$ cat config.mk
export PLATFORM = sky130hd
export DESIGN_NAME = mem_arbiter
export DESIGN_NICKNAME = d
export VERILOG_FILES = /design/src/rtl/beta_mem_pkg.sv /design/src/rtl/mem_arbiter.sv
export SDC_FILE = /design/constraint.sdc
export NUM_CORES = 1
export LEC_CHECK = 0
export CORE_ASPECT_RATIO = 1.75
export CORE_MARGIN = 1.5
export CORE_UTILIZATION = 30
export DETAILED_ROUTE_END_ITERATION = 6
export HOLD_SLACK_MARGIN = 0.02
export PLACE_DENSITY = 0.92
export SYNTH_ARGS = -nofsm -noshare
export SYNTH_HDL_FRONTEND = slang
export SYNTH_SLANG_ARGS = --single-unit
$ cat constraint.sdc
create_clock -name clk -period 3.8 [get_ports clk]
set_input_delay 0.76 -clock clk [delete_from_list [all_inputs] [get_ports clk]]
set_output_delay 0.76 -clock clk [all_outputs]
set_load 0.02 [all_outputs]
$ cat src/rtl/beta_mem_pkg.sv
// Shared types for the unified instruction/data RAM arbiter.
// Holds FSM state, read-owner encodings and the default starvation limit.
package beta_mem_pkg;

  typedef enum logic {
    ST_INIT,
    ST_RUN
  } arb_state_t;

  typedef enum logic [1:0] {
    OWN_NONE,
    OWN_I,
    OWN_D
  } arb_owner_t;

  localparam int STARVE_LIMIT_DEF = 4;

  function automatic int starve_w(input int lim);
    return (lim < 1) ? 1 : $clog2(lim + 1);
  endfunction

endpackage

$ cat src/rtl/mem_arbiter.sv
// Arbiter for one single-port RAM shared by fetch (i_*) and data (d_*).
// Ports: clk/rst, fetch req/gnt/rvalid/rdata, data req/we/gnt/rvalid/
// rdata, RAM side m_*, and init_done once post-reset clearing is over.
module mem_arbiter
  import beta_mem_pkg::*;
#(
  parameter int ADDR_W         = 10,
  parameter int STARVE_LIMIT   = STARVE_LIMIT_DEF,
  parameter bit CLEAR_ON_RESET = 1'b1
) (
  input  logic              clk,
  input  logic              rst,
  input  logic              i_req,
  input  logic [ADDR_W-1:0] i_addr,
  output logic              i_gnt,
  output logic              i_rvalid,
  output logic [31:0]       i_rdata,
  input  logic              d_req,
  input  logic              d_we,
  input  logic [ADDR_W-1:0] d_addr,
  input  logic [31:0]       d_wdata,
  output logic              d_gnt,
  output logic              d_rvalid,
  output logic [31:0]       d_rdata,
  output logic              m_en,
  output logic              m_we,
  output logic [ADDR_W-1:0] m_addr,
  output logic [31:0]       m_wdata,
  input  logic [31:0]       m_rdata,
  output logic              init_done
);

  localparam int SW = starve_w(STARVE_LIMIT);
  localparam logic [SW-1:0] STARVE_MAX = SW'(STARVE_LIMIT);

  arb_state_t        state, state_nxt;
  arb_owner_t        owner, owner_nxt;
  logic [ADDR_W-1:0] clr_addr, clr_nxt;
  logic [SW-1:0]     starve_cnt, starve_nxt;

  logic starve_hit;
  logic fetch_win;
  logic data_win;

  // Fetch only beats data once it has waited STARVE_LIMIT cycles.
  assign starve_hit = (starve_cnt == STARVE_MAX);
  assign fetch_win  = i_req && (!d_req || starve_hit);
  assign data_win   = d_req && !fetch_win;

  always_ff @(posedge clk) begin
    if (rst) begin
      if (CLEAR_ON_RESET) begin
        state <= ST_INIT;
      end else begin
        state <= ST_RUN;
      end
      clr_addr   <= '0;
      starve_cnt <= '0;
      owner      <= OWN_NONE;
    end else begin
      state      <= state_nxt;
      clr_addr   <= clr_nxt;
      starve_cnt <= starve_nxt;
      owner      <= owner_nxt;
    end
  end

  // All combinational outputs are forced idle while rst is high, so the
  // reset cycle is quiet no matter which state the FSM was in.
  always_comb begin
    state_nxt  = state;
    clr_nxt    = clr_addr;
    starve_nxt = starve_cnt;
    owner_nxt  = OWN_NONE;
    i_gnt      = 1'b0;
    d_gnt      = 1'b0;
    m_en       = 1'b0;
    m_we       = 1'b0;
    m_addr     = '0;
    m_wdata    = '0;
    if (!rst) begin
      unique case (state)
        ST_INIT: begin
          m_en    = 1'b1;
          m_we    = 1'b1;
          m_addr  = clr_addr;
          clr_nxt = clr_addr + 1'b1;
          if (&clr_addr) begin
            state_nxt = ST_RUN;
          end
        end
        ST_RUN: begin
          i_gnt = fetch_win;
          d_gnt = data_win;
          unique case (1'b1)
            fetch_win: begin
              m_en      = 1'b1;
              m_addr    = i_addr;
              owner_nxt = OWN_I;
            end
            data_win: begin
              m_en   = 1'b1;
              m_we   = d_we;
              m_addr = d_addr;
              if (d_we) begin
                m_wdata = d_wdata;
              end else begin
                owner_nxt = OWN_D;
              end
            end
            default: ;
          endcase
          if (fetch_win) begin
            starve_nxt = '0;
          end else if (i_req && !starve_hit) begin
            starve_nxt = starve_cnt + 1'b1;
          end
        end
        default: ;
      endcase
    end
  end

  assign init_done = (state == ST_RUN) && !rst;

  // Owner remembers who issued last cycle's read; rst drops it at once.
  assign i_rvalid = (owner == OWN_I) && !rst;
  assign d_rvalid = (owner == OWN_D) && !rst;
  assign i_rdata  = m_rdata;
  assign d_rdata  = m_rdata;

endmodule

==> flow_summary.toml <==
[clock_tree]
cts_setup_buffers = 0
clkLatencyLatePin_ps = 260
clkSinkCount = 16
tritoncts = "yes"
clockBufferDepth = 2
root_buffer = "clkbuf_8"
h-tree-depth = 1
numCtsBuffers = 3
path_clk_slew_ps = 60
hold_buffers = 0
cts_resized = 1

[cells_and_area]
syn2layout_area_growth_pct = 40.6
layout_commonest_cell = "clkdlybuf4s50_1"
num_antenna_cells = 0
utilization_pct = 43.3
fin_area_sq_um = 2510
final_cell_mix = "clkdlybuf4s50_1, and2_1, nand2_1"
nFillCells = 573
drive_gt1_share_pct = 6.67
final_nets = 378

[die]
start_util_pct = 30.8
die_w_um = 61.3
rows = 37
core_sq_um = 5790
fp.dieH_um = 105
io_pins = 202
die_area_sq_um = 6430

[sta]
maxSlewViolCount = 0
setup_slack_ps = 24.4
fmax_mhz = 265
finalHoldViolCount = 0
setup_viol = 0
slew_headroom_pct = 56.0
tightestPinTransition_ps = 658
period_share_pct = 99.4
rsz0062_at_grt = "no"
skew_ps = 3.34
period_needed_ps = 3780

[yosys]
avgSynthCellArea_sq_um = 7.34
synth_cells = 243
ys_ff_latch = 16
synth_cell_types = 39
yosys_warnings = 0
synth_edf_count = 0
syn-num-nets = 335
synth_flop_cell = "dfxtp_1"
ys_async_sr_fraction_pct = 0
synth_seq_area_share_pct = 18.0
synth_area_sq_um = 1780

[worst_hold_path]
worstHoldPathCells = 2
hp-class = "reg2reg"

[route]
route.detailed.drc = 0
totalWireLength_um = 6740
wl_per_cell_um = 18.6
avgViaCountPerCell = 4.88
vias = 1772
antenna_left = 0
drt_first_pass_iters = 4
drt_iter0_drc = 56

[power]
p_int_uw = 333
p_total_uw = 443
pwr-share-comb_pct = 25.1
p_per_area_nw_per_um2 = 177
power_leakage_nw = 0.954
seq_power_share_pct = 39.6
peakVddDrop_mv = 0.205
p_sw_uw = 110
clockPowerShare_pct = 35.3
p_sw_share_pct = 24.9

[run_status]
outcome = "completed"

[global_route]
busiest_layer = "met2"
grt_pass1_wl_um = 9670
met1_usage_pct = 21.1
gr-usage-all-layers_pct = 20.5
use_met3_pct = 6.68
grt_pass1_vias = 1782
grt_overflow = 0
grt_max_degree = 33
grt_use_met2_pct = 34.7
antenna_found_initial = 0

[flow_run]
maxCapViolCount = 0

[critical_path]
crit_required_ps = 3040
timing_worst_setup_path_type = "in2out"
critPathMaxStageDelay_ps = 730
path_max_fanout = 10
r2r_cells = 6
arrival_ps = 3020
crit_path_cell_trace = "clkdlybuf4s50_1 > buf_4 > buf_4 > nor3_1 > a2111oi_0 > clkdlybuf4s50_1"
crit_path_start_kind = "input pin"
crit_path_end_kind = "output pin"
crit_slowest_cell = "clkdlybuf4s50_1"

[placement]
io_buffers = 105
placed_cell_area_sq_um = 2450
place_hpwl_um = 5490
gp_congestion = 0.888
place_ws_ps = -15.4
worst paths after layout:
check	end	from	slack, ps
worst min register to register	starve_cnt[1]	starve_cnt[1]	490
worst max-delay path	m_addr[0]	i_req	20
worst max register to register	starve_cnt[1]	starve_cnt[0]	2040
worst min-delay path	starve_cnt[1]	starve_cnt[1]	490
power groups by stage:
stage | Combinational [mW] | Sequential (mW) | Clock [mW]
2_1_floorplan | 0.133 | 0.178 | 0
5_1_grt | 0.119 | 0.176 | 0.168
3_3_place_gp | 0.110 | 0.179 | 0
4_1_cts | 0.111 | 0.176 | 0.155
3_5_place_dp | 0.110 | 0.179 | 0
6_report | 0.111 | 0.176 | 0.157
critical path: cells and delay by family:
family / cells / cell delay, ps
buf+inv: 4 / 1610
simple gates: 1 / 70
compound gates: 1 / 570
flip-flops by register name (all words and copies together), names as in the netlist:
| signal | count |
|---|---|
| state | 1 |
| clr_addr | 10 |
| owner | 2 |
| starve_cnt | 3 |
cells in the mapped netlist (all sizes together), types with 2 or more instances:
cell type / number / share of area (%)
nand2: 26 / 5.5
or4: 2 / 0.84
nor2b: 2 / 0.70
a21oi: 9 / 2.5
o22ai: 8 / 2.8
buf: 70 / 29
clkbuf: 6 / 1.5
inv: 5 / 1.1
nand3: 5 / 1.4
nor3b: 3 / 1.3
nand4: 3 / 1.1
o21ai: 3 / 0.84
and2: 32 / 11
o31ai: 2 / 0.84
mux2: 2 / 1.3
nor4: 2 / 0.70
or3: 4 / 1.5
nand2b: 3 / 1.1
nor2: 14 / 2.9
and3: 2 / 0.70
dfxtp: 16 / 18
xor2: 3 / 1.5
ha: 3 / 2.1
a22o: 8 / 4.0
cells by family after synthesis:
| family | count (synthesis) | synth area share, % |
|---|---|---|
| xor+xnor | 3 | 1.47 |
| buf+inv | 81 | 31.9 |
| fa+ha+maj | 3 | 2.11 |
| mux | 3 | 1.82 |
| flops | 16 | 18.0 |
| simple gates | 103 | 31.9 |
| compound gates | 34 | 12.8 |
routing by layer:
metal  share of wire (%)  routed length, um
met1                  33               2240
met3                  13                861
met4                 5.2                347
met2                  49               3280
met5                   0                  0
per-stage QoR:
step,TNS [ps],cells,hold slack (ps)
after floorplan,0,243,446
after global placement,0,359,457
after detailed placement,-132,359,478
after CTS,0,363,486
after global routing,0,363,542
final,0,363,489
cell type report:
class	count	area [sq um]	share of cell area, %
clock buffers	4	55.1	2.20
inverters	5	18.8	0.749
well taps	78	97.6	3.89
repair buffers	114	1120	44.6
multi-input cells	146	896	35.7
flip-flops and latches	16	320	12.8
No activity file was read; power rests on OpenSTA's default activity.
